==> src/rtl/ahb_lite_initiator.sv <==
// AHB-Lite initiator: turns a valid/ready command stream into pipelined single-beat
// 64-bit AHB-Lite transfers and returns one in-order response pulse per command.
// The address phase of transfer N+1 overlaps the data phase of transfer N.
//
// Ports
//   hclk_i, hresetn_i      bus clock, asynchronous active-low reset
//   cmd_*_i / cmd_ready_o  command stream (write, addr, size, data_acc, wdata, tag)
//   rsp_*_o                one-cycle response pulse (err, rdata, tag), no backpressure
//   h*_o                   AHB-Lite address/control and write data
//   hrdata_i, hready_i, hresp_i  AHB-Lite slave response
module ahb_lite_initiator #(
  parameter int unsigned TagW = 4
) (
  input  logic            hclk_i,
  input  logic            hresetn_i,
  input  logic            cmd_valid_i,
  output logic            cmd_ready_o,
  input  logic            cmd_write_i,
  input  logic [31:0]     cmd_addr_i,
  input  logic [1:0]      cmd_size_i,
  input  logic            cmd_data_acc_i,
  input  logic [63:0]     cmd_wdata_i,
  input  logic [TagW-1:0] cmd_tag_i,
  output logic            rsp_valid_o,
  output logic            rsp_err_o,
  output logic [63:0]     rsp_rdata_o,
  output logic [TagW-1:0] rsp_tag_o,
  output logic [31:0]     haddr_o,
  output logic [1:0]      htrans_o,
  output logic            hwrite_o,
  output logic [2:0]      hsize_o,
  output logic [2:0]      hburst_o,
  output logic [3:0]      hprot_o,
  output logic            hmastlock_o,
  output logic [63:0]     hwdata_o,
  input  logic [63:0]     hrdata_i,
  input  logic            hready_i,
  input  logic            hresp_i
);

  localparam logic [1:0] HTransIdle   = 2'b00;
  localparam logic [1:0] HTransNonseq = 2'b10;

  // Address-phase stage (A). HADDR/HWRITE/HSIZE/HPROT double as A's control fields.
  logic            a_v_q, a_v_d;
  logic [TagW-1:0] a_tag_q, a_tag_d;
  logic [63:0]     a_wdata_q, a_wdata_d;
  logic [31:0]     haddr_q, haddr_d;
  logic            hwrite_q, hwrite_d;
  logic [2:0]      hsize_q, hsize_d;
  logic [3:0]      hprot_q, hprot_d;
  // Data-phase stage (D); its write data is HWDATA itself.
  logic            d_v_q, d_v_d;
  logic [TagW-1:0] d_tag_q, d_tag_d;
  logic            d_write_q, d_write_d;
  logic [63:0]     hwdata_q, hwdata_d;
  // Pending misaligned command.
  logic            m_q, m_d;
  logic [TagW-1:0] m_tag_q, m_tag_d;
  // Registered response.
  logic            rsp_valid_q, rsp_valid_d;
  logic            rsp_err_q, rsp_err_d;
  logic [63:0]     rsp_rdata_q, rsp_rdata_d;
  logic [TagW-1:0] rsp_tag_q, rsp_tag_d;

  logic misaligned, accept, accept_bus, accept_mis, d_done, mis_rsp;

  always_comb begin
    unique case (cmd_size_i)
      2'd0:    misaligned = 1'b0;
      2'd1:    misaligned = cmd_addr_i[0];
      2'd2:    misaligned = |cmd_addr_i[1:0];
      default: misaligned = |cmd_addr_i[2:0];
    endcase
  end

  // Gated by reset so nothing is accepted while the bus is held in reset.
  assign cmd_ready_o = hresetn_i & (~a_v_q | hready_i) & ~m_q;
  assign accept      = cmd_valid_i & cmd_ready_o;
  assign accept_bus  = accept & ~misaligned;
  assign accept_mis  = accept & misaligned;
  assign d_done      = d_v_q & hready_i;
  // A misaligned response waits until everything ahead of it has fully drained.
  assign mis_rsp     = m_q & ~a_v_q & ~d_v_q & ~rsp_valid_q;

  always_comb begin
    a_v_d       = a_v_q;
    a_tag_d     = a_tag_q;
    a_wdata_d   = a_wdata_q;
    haddr_d     = haddr_q;
    hwrite_d    = hwrite_q;
    hsize_d     = hsize_q;
    hprot_d     = hprot_q;
    d_v_d       = d_v_q;
    d_tag_d     = d_tag_q;
    d_write_d   = d_write_q;
    hwdata_d    = hwdata_q;
    m_d         = m_q;
    m_tag_d     = m_tag_q;
    rsp_valid_d = 1'b0;
    rsp_err_d   = rsp_err_q;
    rsp_rdata_d = rsp_rdata_q;
    rsp_tag_d   = rsp_tag_q;

    // D takes A's contents (old control values) at every HREADY edge.
    if (hready_i) begin
      d_v_d = a_v_q;
      if (a_v_q) begin
        d_tag_d   = a_tag_q;
        d_write_d = hwrite_q;
        hwdata_d  = a_wdata_q;
      end
    end

    if (accept_bus) begin
      a_v_d     = 1'b1;
      a_tag_d   = cmd_tag_i;
      a_wdata_d = cmd_wdata_i;
      haddr_d   = cmd_addr_i;
      hwrite_d  = cmd_write_i;
      hsize_d   = {1'b0, cmd_size_i};
      hprot_d   = {2'b00, 1'b1, cmd_data_acc_i};
    end else if (hready_i) begin
      a_v_d = 1'b0;
    end

    if (accept_mis) begin
      m_d     = 1'b1;
      m_tag_d = cmd_tag_i;
    end

    if (d_done) begin
      rsp_valid_d = 1'b1;
      rsp_err_d   = hresp_i;
      rsp_rdata_d = (~d_write_q & ~hresp_i) ? hrdata_i : 64'd0;
      rsp_tag_d   = d_tag_q;
    end else if (mis_rsp) begin
      rsp_valid_d = 1'b1;
      rsp_err_d   = 1'b1;
      rsp_rdata_d = 64'd0;
      rsp_tag_d   = m_tag_q;
      m_d         = 1'b0;
    end
  end

  always_ff @(posedge hclk_i or negedge hresetn_i) begin
    if (!hresetn_i) begin
      a_v_q       <= 1'b0;
      a_tag_q     <= '0;
      a_wdata_q   <= '0;
      haddr_q     <= '0;
      hwrite_q    <= 1'b0;
      hsize_q     <= '0;
      hprot_q     <= '0;
      d_v_q       <= 1'b0;
      d_tag_q     <= '0;
      d_write_q   <= 1'b0;
      hwdata_q    <= '0;
      m_q         <= 1'b0;
      m_tag_q     <= '0;
      rsp_valid_q <= 1'b0;
      rsp_err_q   <= 1'b0;
      rsp_rdata_q <= '0;
      rsp_tag_q   <= '0;
    end else begin
      a_v_q       <= a_v_d;
      a_tag_q     <= a_tag_d;
      a_wdata_q   <= a_wdata_d;
      haddr_q     <= haddr_d;
      hwrite_q    <= hwrite_d;
      hsize_q     <= hsize_d;
      hprot_q     <= hprot_d;
      d_v_q       <= d_v_d;
      d_tag_q     <= d_tag_d;
      d_write_q   <= d_write_d;
      hwdata_q    <= hwdata_d;
      m_q         <= m_d;
      m_tag_q     <= m_tag_d;
      rsp_valid_q <= rsp_valid_d;
      rsp_err_q   <= rsp_err_d;
      rsp_rdata_q <= rsp_rdata_d;
      rsp_tag_q   <= rsp_tag_d;
    end
  end

  assign htrans_o    = a_v_q ? HTransNonseq : HTransIdle;
  assign haddr_o     = haddr_q;
  assign hwrite_o    = hwrite_q;
  assign hsize_o     = hsize_q;
  assign hburst_o    = 3'b000;
  assign hprot_o     = hprot_q;
  assign hmastlock_o = 1'b0;
  assign hwdata_o    = hwdata_q;
  assign rsp_valid_o = rsp_valid_q;
  assign rsp_err_o   = rsp_err_q;
  assign rsp_rdata_o = rsp_rdata_q;
  assign rsp_tag_o   = rsp_tag_q;

endmodule

==> config.mk <==
export PLATFORM = sky130hd
export DESIGN_NAME = ahb_lite_initiator
export DESIGN_NICKNAME = d
export VERILOG_FILES = /design/src/rtl/ahb_lite_initiator.sv
export SDC_FILE = /design/constraint.sdc
export NUM_CORES = 1
export LEC_CHECK = 0
export CAP_MARGIN = 20
export CORE_UTILIZATION = 25
export DETAILED_ROUTE_END_ITERATION = 10
export SLEW_MARGIN = 20
export SYNTH_ARGS = -nofsm -noshare
export SYNTH_HDL_FRONTEND = slang
export SYNTH_SLANG_ARGS = --single-unit
export TNS_END_PERCENT = 10
==> constraint.sdc <==
create_clock -name hclk_i -period 3.6 [get_ports hclk_i]
set_input_delay 0.9 -clock hclk_i [delete_from_list [all_inputs] [get_ports hclk_i]]
set_output_delay 0.9 -clock hclk_i [all_outputs]
set_load 0.01 [all_outputs]
# After elaboration in Yosys (flattened, before gate mapping)
# Index checks and enable logic that the tools add are counted.
[op_classes] n_eq_ne=2 n_mux=16 n_bitwise=18 reduce_logical=6
[ops] operator="2-to-1 mux 64 bit" n=3
[ops] operator="bitwise AND 1 bit" n=10
[ops] operator="2-to-1 mux 1 bit" n=9
[ops] operator="2-to-1 mux 4 bit" n=2
[ops] operator="inverter 1 bit" n=7
[ops] operator="nonzero test 2 bit" n=2
[ops] operator="case mux 1 bit (3 select lines)" n=1
[ops] operator="OR reduction 3 bit" n=1
[ops] operator="equality test 2 x 1 -> 1 bit, second input constant" n=1
[ops] operator="equality test 2 bit, second input constant" n=1
[ops] operator="zero test 2 bit" n=1
[ops] operator="2-to-1 mux 2 bit" n=1
[ops] operator="AND reduction 2 bit" n=1
[ops] operator="OR reduction 2 bit" n=1
[ops] operator="bitwise OR 1 bit" n=1
[totals] reg_bits=251 inputBits=173 out_inout_bits=181 elab_cells=59

# Depth between registers and ports, before layout
[logic_depth] word_depth=9 mapped_depth=8 ltp_nobuf=4

# Worst setup path before layout
# Ideal clock, no wire load.
[synth_path] kind="input -> register" start="in hready_i" end="reg a_wdata_q[0]" setup_time_ns=0.125 t_arrival_ns=2.236 required_time_ns=3.475 path_slack_ns=1.239 path_stages=8 n_path_buf=4 cell_sequence="buf_4 -> inv_4 -> a211oi_4 -> and3_1 -> buf_6 -> buf_12 -> buf_12 -> mux2_4"
[synth_between] elab_chain_len=5
[synth_lines] item="start, declared" line_no="37" text="input logic hready_i,"
[synth_lines] item="bitwise OR 1 bit" line_no="78" text="assign cmd_ready_o = hresetn_i & (~a_v_q | hready_i) & ~m_q;"
[synth_lines] item="bitwise AND 1 bit (2 in a row)" line_no="78"
[synth_lines] item="named net cmd_ready_o" line_no="17" text="output logic cmd_ready_o,"
[synth_lines] item="bitwise AND 1 bit" line_no="79" text="assign accept = cmd_valid_i & cmd_ready_o;"
[synth_lines] item="bitwise AND 1 bit" line_no="80" text="assign accept_bus = accept & ~misaligned;"
[synth_lines] item="end signal, assigned" line_no="168" text="a_wdata_q <= a_wdata_d;"
[synth_lines] item="end, declared" line_no="47" text="logic [63:0] a_wdata_q, a_wdata_d;"
# The timed path passes the listed nets, and every way through them passes these cells.
# A chain may end at the register's enable or synchronous reset.

# Worst setup path in the final report
[layout_path] start="in hready_i" end="out cmd_ready_o"
[layout_between] elab_chain_len=3
[layout_lines] item="bitwise OR 1 bit" line_no="78"
[layout_lines] item="bitwise AND 1 bit (2 in a row)" line_no="78"
[layout_lines] item="end, declared" line_no="17"
# Every way passes these cells.

==> run_results.csv <==
group,metric,value,unit
status,outcome,"completed",
routing,dr_total_vias,6115,
clock_network,cts_buffers,30,
logic_synthesis,synth_area,9620,µm²
sta,period_needed,3.36,ns
worst_setup_path,critPathRequiredTime,2.70,ns
logic_synthesis,synth_cells,580,
logic_synthesis,ys_types,30,
clock_network,cts_hold_buf,0,
worst_setup_path,crit_chain,"clkdlybuf4s50_1 > inv_4 > a211oi_4 > clkdlybuf4s50_1",
logic_synthesis,ys_warn_count,0,
logic_synthesis,ys_ff_latch,251,
routing,wl_per_cell,17.2,µm
worst_hold_path,hold_path.class,"input port to asynchronous set/reset pin",
worst_setup_path,timing_worst_setup_path_type,"input port to primary output",
global_routing,grt_pass1_wl,38400,µm
sta,clock_skew,0.0107,ns
logic_synthesis,synth.top_cell.area_share,0.653,
logic_synthesis,synth_area_leaders,"dfrtp_1 65%, mux2_2 16%, mux2_4 5.9%, a22o_1 5.8%, buf_4 1.2%",
routing,drt_iter0_drc,172,
clock_network,clk_path_buf_depth,3,
floorplanning,chipHeight,198,µm
worst_setup_path,path_buf_inv,3,
clock_network,clkLatencyLatePin,0.56,ns
sta,period_share,0.933,
sta,slew_viol_final,0,
placed_design,dp.final_hpwl,16900,µm
logic_synthesis,yosysSeqAreaShare,0.653,
worst_setup_path,cp_common_cell,"clkdlybuf4s50_1",
logic_synthesis,muxShareOfSynthArea,0.223,
worst_setup_path,critical-path-top-delay-family,"buffers and inverters",
routing,ant_nets,0,
final_layout,nNetsFinal,1105,
power,leakage,6.25,nW
worst_setup_path,crit_path_max_incr_delay,0.64,ns
clock_network,cts_resized,0,
final_layout,drive_gt1_frac,0.257,
worst_setup_path,crit_cells,4,
floorplanning,fp.coreArea,37800,µm²
clock_network,h-tree-depth,1,
global_routing,grt_max_degree,170,
routing,dr.pass1.iters,4,
sta,rsz0062_at_grt,"false",
worst_setup_path,path_max_fanout,7,
sta,slew_headroom,0.535,
worst_setup_path,reg2reg_slack,1.53,ns
worst_setup_path,cp-startpoint,"hready_i",
logic_synthesis,synth_fa_ha_area_frac,0,
logic_synthesis,synth_compound_area_frac,0.0711,
sta,worstMarginPinSlew,0.697,ns
floorplanning,start_util,0.255,
power,max-vdd-ir-drop,0.000499,V
final_layout,antenna_cells,0,
worst_setup_path,slowest_stage,"clkdlybuf4s50_1",
sta,finalSetupViolCount,0,
logic_synthesis,synth_xor_xnor_area_share,0,
clock_network,cts.clk_slew.worst_paths,0.06,ns
global_routing,antenna_found_initial,1,
global_routing,grt_pass1_vias,6561,
logic_synthesis,synth_top_family_by_area,"multiplexers",
worst_setup_path,start_kind,"input port",
clock_network,cts-root-buf,"clkbuf_16",
floorplanning,fp-row-count,71,
sta,finalSetupTns,0,ns
sta,hold_violations,0,
worst_setup_path,critPathCapture,"cmd_ready_o",
clock_network,clock_sinks,251,
clock_network,cts_setup_buffers,0,
logic_synthesis,synth_area_leader_cell,"dfrtp_1",
worst_setup_path,r2r_end,"hprot_o[0]",
sta,timing.hold.ws,0.342,ns
floorplanning,fp.dieW,198,µm
worst_setup_path,r2r.worst_path.cells,4,
worst_setup_path,worstPathArrival,2.46,ns
worst_setup_path,cp-end-kind,"primary output",
routing,drcViolationCount,0,
sta,fmax,0.298,GHz
logic_synthesis,syn_avg_cell_area,16.6,µm²
final_layout,area_growth_syn_to_layout,52.1,%
routing,wirelength,25200,µm
floorplanning,io-pin-count,354,
placed_design,port_buffers,345,
global_routing,overflow,0,
power,p_per_area,795,nW/µm²
floorplanning,dieArea,39300,µm²
clock_network,cts_tree,"done",
run,drv_cap,0,
placed_design,gp_congestion,0.722,
logic_synthesis,synth_simple_gate_area_frac,0.0133,
global_routing,track_usage,0.126,
worst_setup_path,worstReg2RegStart,"a_v_q",
routing,via_per_inst,4.18,
-- per-stage QoR --
stage / total power, mW / cells / utilization / cell area, µm² / setup slack, ns
3_3_place_gp: 8.50 / 1410 / 0.359 / 13600 / 0.190
3_5_place_dp: 8.60 / 1410 / 0.359 / 13600 / 0.214
4_1_cts: 11.8 / 1463 / 0.387 / 14600 / 0.205
2_1_floorplan: 6.44 / 587 / - / 9650 / 1.24
5_1_grt: 12.3 / 1464 / 0.387 / 14600 / 0.158
6_report: 11.6 / 1464 / 0.387 / 14600 / 0.243
-- worst min-delay path by stage --
| stage | from | endpoint | cells past startpoint |
|---|---|---|---|
| floorplan | d_tag_q[0] | d_tag_q[0] | 1 |
| global placement | hprot_o[1] | hprot_o[1] | 1 |
| detailed placement | hprot_o[1] | hprot_o[1] | 1 |
| CTS | hresetn_i | rsp_rdata_o[16] | 2 |
| global route | hresetn_i | a_wdata_q[1] | 2 |
| finish | hresetn_i | a_wdata_q[1] | 2 |
-- per-layer routing --
| layer | wire length, µm | track usage | up-vias |
|---|---|---|---|
| li1 | - | - | 2787 |
| met1 | 10300 | 0.153 | 3081 |
| met2 | 11900 | 0.203 | 202 |
| met3 | 2300 | 0.0504 | 41 |
| met4 | 666 | 0.0367 | 4 |
| met5 | 37 | 0.00511 | - |
-- layout by cell type, fill, tap and decap left out, drive strengths merged --
cell and count:
mux2 177, nand2 9, conb 8, buf 13
a21oi 2, dfrtp 251, a2bb2oi 1, and3b 1
inv 5, clkinv 4, clkbuf 44, nor4 1
clkdlybuf4s50 344, o21ai 3, and2 4, nor2 1
clkinvlp 1, mux2i 1, a211oi 6, a22o 64
bufinv 3, or3b 1, or2 2, and3 1
a31oi 4, a21o 1, nor3b 1
-- cells in the mapped netlist (all sizes together) --
cell type	count
inv	4
clkbuf	9
nand2	9
and3	1
nor4	1
a31oi	4
a22o	64
and2	4
a21oi	2
conb	1
mux2i	1
or3b	1
nor2	1
nor3b	1
a211oi	6
and3b	1
or2	2
mux2	177
o21ai	3
a21o	1
dfrtp	251
a2bb2oi	1
buf	35
-- sequential cells by signal, indices dropped and copies added (netlist names), 2 cells and up --
signal       cells
haddr_o         32
hprot_o          2
rsp_tag_o        4
rsp_rdata_o     64
a_tag_q          4
a_wdata_q       64
d_tag_q          4
hwdata_o        64
hsize_o          2
m_tag_q          4
-- logic make-up (layout without fill, tap and decap cells) --
logic type / count (synthesis) / in the layout
simple gates: 21 / 21
mux: 178 / 178
flops: 251 / 251
compound gates: 81 / 81
other cells: 1 / 8
buf+inv: 48 / 414
-- power breakdown --
group          total (mW)  internal, mW  leakage (nW)  switching [mW]
Sequential           4.63          4.01          3.12           0.618
Clock                3.13          1.94         0.510            1.19
Combinational        3.88          2.48          2.61            1.39
-- final cells by class --
| class | instances | area [µm²] |
|---|---|---|
| Clock buffer | 44 | 905 |
| Clock inverter | 9 | 129 |
| Fill cell | 3588 | 23100 |
| Inverter | 4 | 17.5 |
| Multi-Input combinational cell | 288 | 3010 |
| Sequential cell | 251 | 6280 |
| Tap cell | 511 | 639 |
| Timing Repair Buffer | 357 | 3640 |
Power figures use the tool's default switching activity.
